--- config.mk ---
export PLATFORM = sky130hd
export DESIGN_NAME = mips_16_run_ctrl
export DESIGN_NICKNAME = d
export VERILOG_FILES = /design/src/rtl/mips_16_run_ctrl.sv
export SDC_FILE = /design/constraint.sdc
export NUM_CORES = 1
export LEC_CHECK = 0
export BUFFER_PORTS_ARGS = -buffer_cell sky130_fd_sc_hd__buf_4
export CORE_UTILIZATION = 40
export CTS_CLUSTER_SIZE = 10
export DETAILED_ROUTE_END_ITERATION = 7
export PLACE_DENSITY = 0.61
export SKIP_CTS_REPAIR_TIMING = 1
export SYNTH_ARGS = -nofsm -noshare
export SYNTH_HDL_FRONTEND = slang
export SYNTH_SLANG_ARGS = --single-unit
--- constraint.sdc ---
create_clock -name clk -period 3.95 [get_ports clk]
set_clock_uncertainty 0.05 [all_clocks]
set_input_delay 0.79 -clock clk [delete_from_list [all_inputs] [get_ports clk]]
set_output_delay 0.79 -clock clk [all_outputs]
set_load 0.02 [all_outputs]
--- src/rtl/mips_16_run_ctrl.sv ---
// Run controller for a small MIPS-style core: loads a program into the
// instruction memory from a host stream, then resets and runs the core
// until a cycle budget, a breakpoint, or a host halt stops it.
//
// state | meaning
// IDLE  | core held in reset, waiting for a command
// LOAD  | accepting program words from the host into instruction memory
// CRST  | two-cycle core reset before execution starts
// RUN   | core advancing, exit conditions checked every cycle
// HALT  | core frozen out of reset so its state can be inspected
module mips_16_run_ctrl #(
    parameter int PC_WIDTH    = 8,
    parameter int INSTR_WIDTH = 16,
    parameter int CNT_WIDTH   = 16
) (
    input  logic                   clk,
    input  logic                   rst,
    input  logic                   cmd_load,
    input  logic [PC_WIDTH-1:0]    load_last,
    input  logic                   wr_valid,
    input  logic [INSTR_WIDTH-1:0] wr_data,
    output logic                   wr_ready,
    input  logic                   cmd_run,
    input  logic [CNT_WIDTH-1:0]   run_cycles,
    input  logic                   cmd_halt,
    input  logic                   break_en,
    input  logic [PC_WIDTH-1:0]    break_pc,
    input  logic [PC_WIDTH-1:0]    core_pc,
    output logic                   core_rst,
    output logic                   core_run,
    output logic                   imem_we,
    output logic [PC_WIDTH-1:0]    imem_waddr,
    output logic [INSTR_WIDTH-1:0] imem_wdata,
    output logic                   busy,
    output logic                   done,
    output logic [1:0]             done_cause,
    output logic [CNT_WIDTH-1:0]   cycle_count
);

    typedef enum logic [2:0] {S_IDLE, S_LOAD, S_CRST, S_RUN, S_HALT} state_t;

    localparam logic [PC_WIDTH-1:0]  PC_ONE  = PC_WIDTH'(1);
    localparam logic [CNT_WIDTH-1:0] CNT_ONE = CNT_WIDTH'(1);
    localparam logic [CNT_WIDTH-1:0] CNT_MAX = '1;

    localparam logic [1:0] CAUSE_BUDGET = 2'b00;
    localparam logic [1:0] CAUSE_BREAK  = 2'b01;
    localparam logic [1:0] CAUSE_HALT   = 2'b10;
    localparam logic [1:0] CAUSE_LOAD   = 2'b11;

    state_t                 state_q, state_d;
    logic [PC_WIDTH-1:0]    ptr_q, ptr_d;
    logic [PC_WIDTH-1:0]    last_q, last_d;
    logic [CNT_WIDTH-1:0]   budget_q, budget_d;
    logic [CNT_WIDTH-1:0]   cnt_q, cnt_d;
    logic                   crst_q, crst_d;
    logic                   we_q, we_d;
    logic [PC_WIDTH-1:0]    waddr_q, waddr_d;
    logic [INSTR_WIDTH-1:0] wdata_q, wdata_d;
    logic                   done_q, done_d;
    logic [1:0]             cause_q, cause_d;
    logic                   hs;

    assign hs = wr_valid && (state_q == S_LOAD);

    // Next-state logic: command decode, load pointer, run counter and exit priority.
    always_comb begin
        state_d  = state_q;
        ptr_d    = ptr_q;
        last_d   = last_q;
        budget_d = budget_q;
        cnt_d    = cnt_q;
        crst_d   = crst_q;
        we_d     = 1'b0;
        waddr_d  = waddr_q;
        wdata_d  = wdata_q;
        done_d   = 1'b0;
        cause_d  = cause_q;
        case (state_q)
            S_IDLE, S_HALT: begin
                if (cmd_load) begin
                    state_d = S_LOAD;
                    last_d  = load_last;
                    ptr_d   = '0;
                end else if (cmd_run) begin
                    state_d  = S_CRST;
                    budget_d = run_cycles;
                    cnt_d    = '0;
                    crst_d   = 1'b0;
                end
            end
            S_LOAD: begin
                // A word offered in the same cycle as a halt is still accepted.
                if (hs) begin
                    we_d    = 1'b1;
                    waddr_d = ptr_q;
                    wdata_d = wr_data;
                    ptr_d   = ptr_q + PC_ONE;
                end
                if ((hs && (ptr_q == last_q)) || cmd_halt) begin
                    state_d = S_IDLE;
                    done_d  = 1'b1;
                    cause_d = CAUSE_LOAD;
                end
            end
            S_CRST: begin
                if (crst_q) begin
                    state_d = S_RUN;
                end else begin
                    crst_d = 1'b1;
                end
            end
            S_RUN: begin
                if (cnt_q != CNT_MAX) begin
                    cnt_d = cnt_q + CNT_ONE;
                end
                if (cmd_halt) begin
                    state_d = S_HALT;
                    done_d  = 1'b1;
                    cause_d = CAUSE_HALT;
                end else if (break_en && (core_pc == break_pc)) begin
                    state_d = S_HALT;
                    done_d  = 1'b1;
                    cause_d = CAUSE_BREAK;
                end else if ((budget_q != '0) && (cnt_q == budget_q - CNT_ONE)) begin
                    state_d = S_HALT;
                    done_d  = 1'b1;
                    cause_d = CAUSE_BUDGET;
                end
            end
            default: state_d = S_IDLE;
        endcase
    end

    // State and datapath registers; reset also drops any pending memory write.
    always_ff @(posedge clk) begin
        if (rst) begin
            state_q  <= S_IDLE;
            ptr_q    <= '0;
            last_q   <= '0;
            budget_q <= '0;
            cnt_q    <= '0;
            crst_q   <= 1'b0;
            we_q     <= 1'b0;
            waddr_q  <= '0;
            wdata_q  <= '0;
            done_q   <= 1'b0;
            cause_q  <= 2'b00;
        end else begin
            state_q  <= state_d;
            ptr_q    <= ptr_d;
            last_q   <= last_d;
            budget_q <= budget_d;
            cnt_q    <= cnt_d;
            crst_q   <= crst_d;
            we_q     <= we_d;
            waddr_q  <= waddr_d;
            wdata_q  <= wdata_d;
            done_q   <= done_d;
            cause_q  <= cause_d;
        end
    end

    assign core_run    = (state_q == S_RUN);
    assign core_rst    = (state_q == S_IDLE) || (state_q == S_LOAD) || (state_q == S_CRST);
    assign wr_ready    = (state_q == S_LOAD);
    assign busy        = (state_q != S_IDLE) && (state_q != S_HALT);
    assign imem_we     = we_q;
    assign imem_waddr  = waddr_q;
    assign imem_wdata  = wdata_q;
    assign done        = done_q;
    assign done_cause  = cause_q;
    assign cycle_count = cnt_q;

endmodule

# [Word level (Yosys, flattened, before mapping)]
# Index checks and enable logic that the tools add are counted.
[totals] inputBits=63 output_inout_bits=48 ff_bits=80 latchBits=0 memories=0 wordCells=88 rom_bits=0 ram_bits=0
[op_classes] addsub=3 reduce_logical=25 div=0 n_lt_le_gt_ge=0 eq_ne=18 n_shift=0 muxes=29 multipliers=0 bitwise_logic=2
[op_table] cell="$mux W16" n=3
[op_table] cell="$pmux W16 S2" n=1
[op_table] cell="$mux W3" n=7
[op_table] cell="$add A16 B1 Y16 const B" n=1
[op_table] cell="$eq A16 B16 Y1" n=1
[op_table] cell="$eq A8 B8 Y1" n=2
[op_table] cell="$mux W8" n=2
[op_table] cell="$ne A16 B16 Y1 const B" n=1
[op_table] cell="$pmux W8 S2" n=1
[op_table] cell="$reduce_bool A16 Y1" n=1
[op_table] cell="$sub A16 B1 Y16 const B" n=1
[op_table] cell="$pmux W3 S4" n=1
[op_table] cell="$reduce_and A3 Y1" n=4
[op_table] cell="$add A8 B1 Y8 const B" n=1
[op_table] cell="$mux W2" n=4
[op_table] cell="$ne A2 B2 Y1 const B" n=4
[op_table] cell="$reduce_and A4 Y1" n=2
[op_table] cell="$reduce_bool A2 Y1" n=4
[op_table] cell="$mux W1" n=7
[op_table] cell="$eq A3 B2 Y1 const B" n=2
[op_table] cell="$ne A2 B1 Y1 const B" n=3
[op_table] cell="$ne A3 B3 Y1 const B" n=2
[op_table] cell="$logic_and A1 B1 Y1" n=5
[op_table] cell="$ne A4 B2 Y1 const B" n=1
[op_table] cell="10 further kinds" n=16

# [Depth between registers and ports, before layout]
[logic_depth] depth_word=7 depth_mapped=9 mapped_depth_nobuf=8

# [Worst setup path before layout]
# No wires, ideal clock.
[synth_path] kind="reg-to-reg" startpoint="register budget_q[0]" endpoint="register cause_q[0], in the netlist done_cause[0]" arrival_time_ns=2.062 setup_slack_ns=1.699 stages_incl_launch_ff=9 path_cell_list="dfxtp_1 buf_2 inv_1 ha_1 or4b_4 a2111oi_4 nor2_2 nor4_4 o221ai_1"
[synth_between] elab_chain_len=5 word_cells_on_any_way=6 classes_between="add/sub: 1; eq/ne: 2; reduce/logical: 3"
[synth_rtl] item="from (decl)" line="54" source="logic [CNT_WIDTH-1:0] budget_q, budget_d;"
[synth_rtl] item="from (signal assigned)" line="153" source="budget_q <= budget_d;"
[synth_rtl] item="$sub A16 B1 Y16" line="125" source="end else if ((budget_q != '0) && (cnt_q == budget_q - CNT_ONE)) begin"
[synth_rtl] item="$eq A16 B16 Y1" line="125"
[synth_rtl] item="$logic_and A1 B1 Y1 *" line="125"
[synth_rtl] item="$ne A4 B2 Y1 (no source line) *"
[synth_rtl] item="$reduce_and A3 Y1 (no source line) *"
[synth_rtl] item="to (signal assigned)" line="160" source="cause_q <= cause_d;"
[synth_rtl] item="to (decl)" line="61" source="logic [1:0] cause_q, cause_d;"
# Every way passes the cells marked *; elsewhere a longest branch is shown, timed or not.
# A chain may end at the register's enable or synchronous reset.

# [Final worst setup path]
# Same ends and word-level chain as after synthesis.

==> results.toml <==
[run_status]
status = "finished clean"

[drt]
drtIter0Drc = 130
wl_met2_um = 4980
drt_first_pass_iters = 4
met3_length_um = 508
drt.antenna.violating_nets = 0
wl_per_cell_um = 14.2
vias = 3817
routedLengthMet1_um = 4860
routed_via_density = 5.17
drc = 0
wirelength_um = 10500
highest_layer = "met4"

[clocking]
h-tree-depth = 3
cts_tree = "yes"
clkSinkCount = 80
root_buffer = "clkbuf_8"
cts_made_buffers = 9
path_clk_slew_ps = 80
cts.path.max_buffers = 2
clock_latency_ps = 360

[synth]
synth_top_area_share_pct = 39.4
synthFlopType = "dfxtp_1"
synthTopCellsByArea = "dfxtp_1, nand2_1, xnor2_1"
synth_nets = 576
synth.largest_area_cell = "dfxtp_1"
synth-seq-cells = 80
yosys.cell_count.top_type = "nand2_1"
avgSynthCellArea_um2 = 7.97
synthTopCellsByCount = "nand2_1, dfxtp_1, a21oi_1"
yosys_warnings = 0
synth_cells = 510
synth_edf_count = 0
ys_seq_area_share_pct = 39.4
async_flop_share_pct = 0
syn-cell-area_um2 = 4060
yosysUniqueCellTypes = 56

[power_and_ir_drop]
leakagePower_uw = 0.00203
vdd_drop_max_mv = 0.232
power_uw = 2380
powerDensity_nw_per_um2 = 458

[sta]
finalSetupTns_ps = 0
rsz0062_at_grt = "no"
hold_viol_final = 0
slew_violations = 0
fin_crit_sh_pct = 63.9
relSlewSlack_pct = 33.3
min_period_ps = 2520
setup_violations = 0
max_freq_mhz = 396
setup_ws_ps = 1430
tightest_slew_ps = 996

[worst_setup_path]
critPathKind = "reg -> reg"
critPathMaxFanout = 8
critPathTopFamily = "simple AND/OR/NAND/NOR gates"
cp_slowest_cell = "or4b_4"
cp.required_ps = 4110
cp.arrival_ps = 2680
critPathBufInv = 1
cp_slowest_stage_delay_ps = 520
startpoint_type = "flip-flop"
path_cells = "inv_1 > ha_1 > or4b_4 > a2111oi_4 > nor2_2 > nor4_4 > o221ai_1"
crit_path_end_kind = "flip-flop"

[final_layout]
fin_nets = 668
drive_gt1_share_pct = 23.6
diodes = 0
area_growth_pct = 27.8
fillers = 991

[die]
coreArea_um2 = 9820
ios = 111
start_util_pct = 41.4
row_count = 36
dieArea_um2 = 10600
die_h_um = 103
die_w_um = 103

[placement]
hpwlAfterDp_um = 7580
portBuffers = 110
place_ws_ps = 1320
place_congestion = 0.819

[global_routing]
grt_max_degree = 65
overflow = 0
track_usage_pct = 20.9
grt_pass1_wl_um = 17200
antenna_found_initial = 0
grt_pass1_vias = 3631

[run]
cap_violations = 0

[min_path]
min_path_type = "reg -> reg"
kinds of logic after synthesis:
kind of cell	count (synthesis)	synth area share [%]
mux	4	1.05
fa+ha+maj	3	0.924
buf+inv	37	3.63
compound gates	100	15.6
simple gates	231	27.6
flops	80	39.4
xor+xnor	55	11.9
cell type report:
cell class | instances | area [um2] | share of cell area [%]
clock inverters | 6 | 116 | 2.24
repair buffers | 113 | 848 | 16.3
flip-flops and latches | 80 | 1600 | 30.8
well taps | 133 | 166 | 3.20
multi-input cells | 393 | 2320 | 44.7
inverters | 5 | 18.8 | 0.361
clock buffers | 9 | 124 | 2.38
routing by layer:
layer	GRT usage, %	vias up
li1	-	1940
met1	27.6	1775
met2	33.4	88
met3	5.02	14
met4	7.15	0
met5	0	-
path summary, 6_finish.rpt:
check,startpoint,to,slack (ps),cells after the start
worst max register to register,budget_q[0]$_SDFFE_PP0P_,done_cause[0]$_SDFFE_PP0P_,1430,7
worst min-delay path,imem_wdata[5]$_SDFFE_PP0P_,imem_wdata[5]$_SDFFE_PP0P_,410,2
worst min register to register,imem_wdata[5]$_SDFFE_PP0P_,imem_wdata[5]$_SDFFE_PP0P_,410,2
worst max-delay path,budget_q[0]$_SDFFE_PP0P_,done_cause[0]$_SDFFE_PP0P_,1430,7
where the power goes:
group / switching, uW / leakage (uW) / internal (uW)
combinational: 391 / 0.00126 / 300
sequential: 80.0 / 0.000649 / 875
clock: 312 / 0.000120 / 422
total: 783 / 0.00203 / 1600
sequential cells by signal, summed over array words and instances, names as in the netlist:
| name | cells |
|---|---|
| done | 1 |
| imem_wdata | 16 |
| ptr_q | 8 |
| budget_q | 16 |
| last_q | 8 |
| done_cause | 2 |
| state_q | 3 |
| imem_we | 1 |
| imem_waddr | 8 |
| crst_q | 1 |
| cycle_count | 16 |
through the flow:
step                      std cells  instance area, um2  hold slack, ps  utilization, %
after floorplan                 510                4060             398               -
after global placement          724                4950             393            50.5
after detailed placement        724                4950             400            50.5
after CTS                       739                5190             414            52.9
after global routing            739                5190             428            52.9
final                           739                5190             411            52.9
layout by cell type, fill, tap and decap left out, types with 4 or more instances in the layout:
cell type / synthesis / layout
a2111oi_0: 4 / 4
a21oi_1: 66 / 66
and3_1: 4 / 4
buf_4: 0 / 113
clkbuf_8: 0 / 9
dfxtp_1: 80 / 80
inv_1: 5 / 5
nand2_1: 112 / 112
nand2b_1: 8 / 8
nand3_1: 15 / 15
nand3b_1: 4 / 4
nand4_1: 11 / 11
nor2_1: 33 / 33
nor3_1: 10 / 10
nor4_1: 4 / 4
or4_1: 4 / 4
xnor2_1: 40 / 40
xor2_1: 15 / 15
worst min-delay path, cell delays in order (launching register included):
cell	delay [ps]
dfxtp_1	320
nand2_1	50
a21oi_1	50
Power figures use the tool's default switching activity.
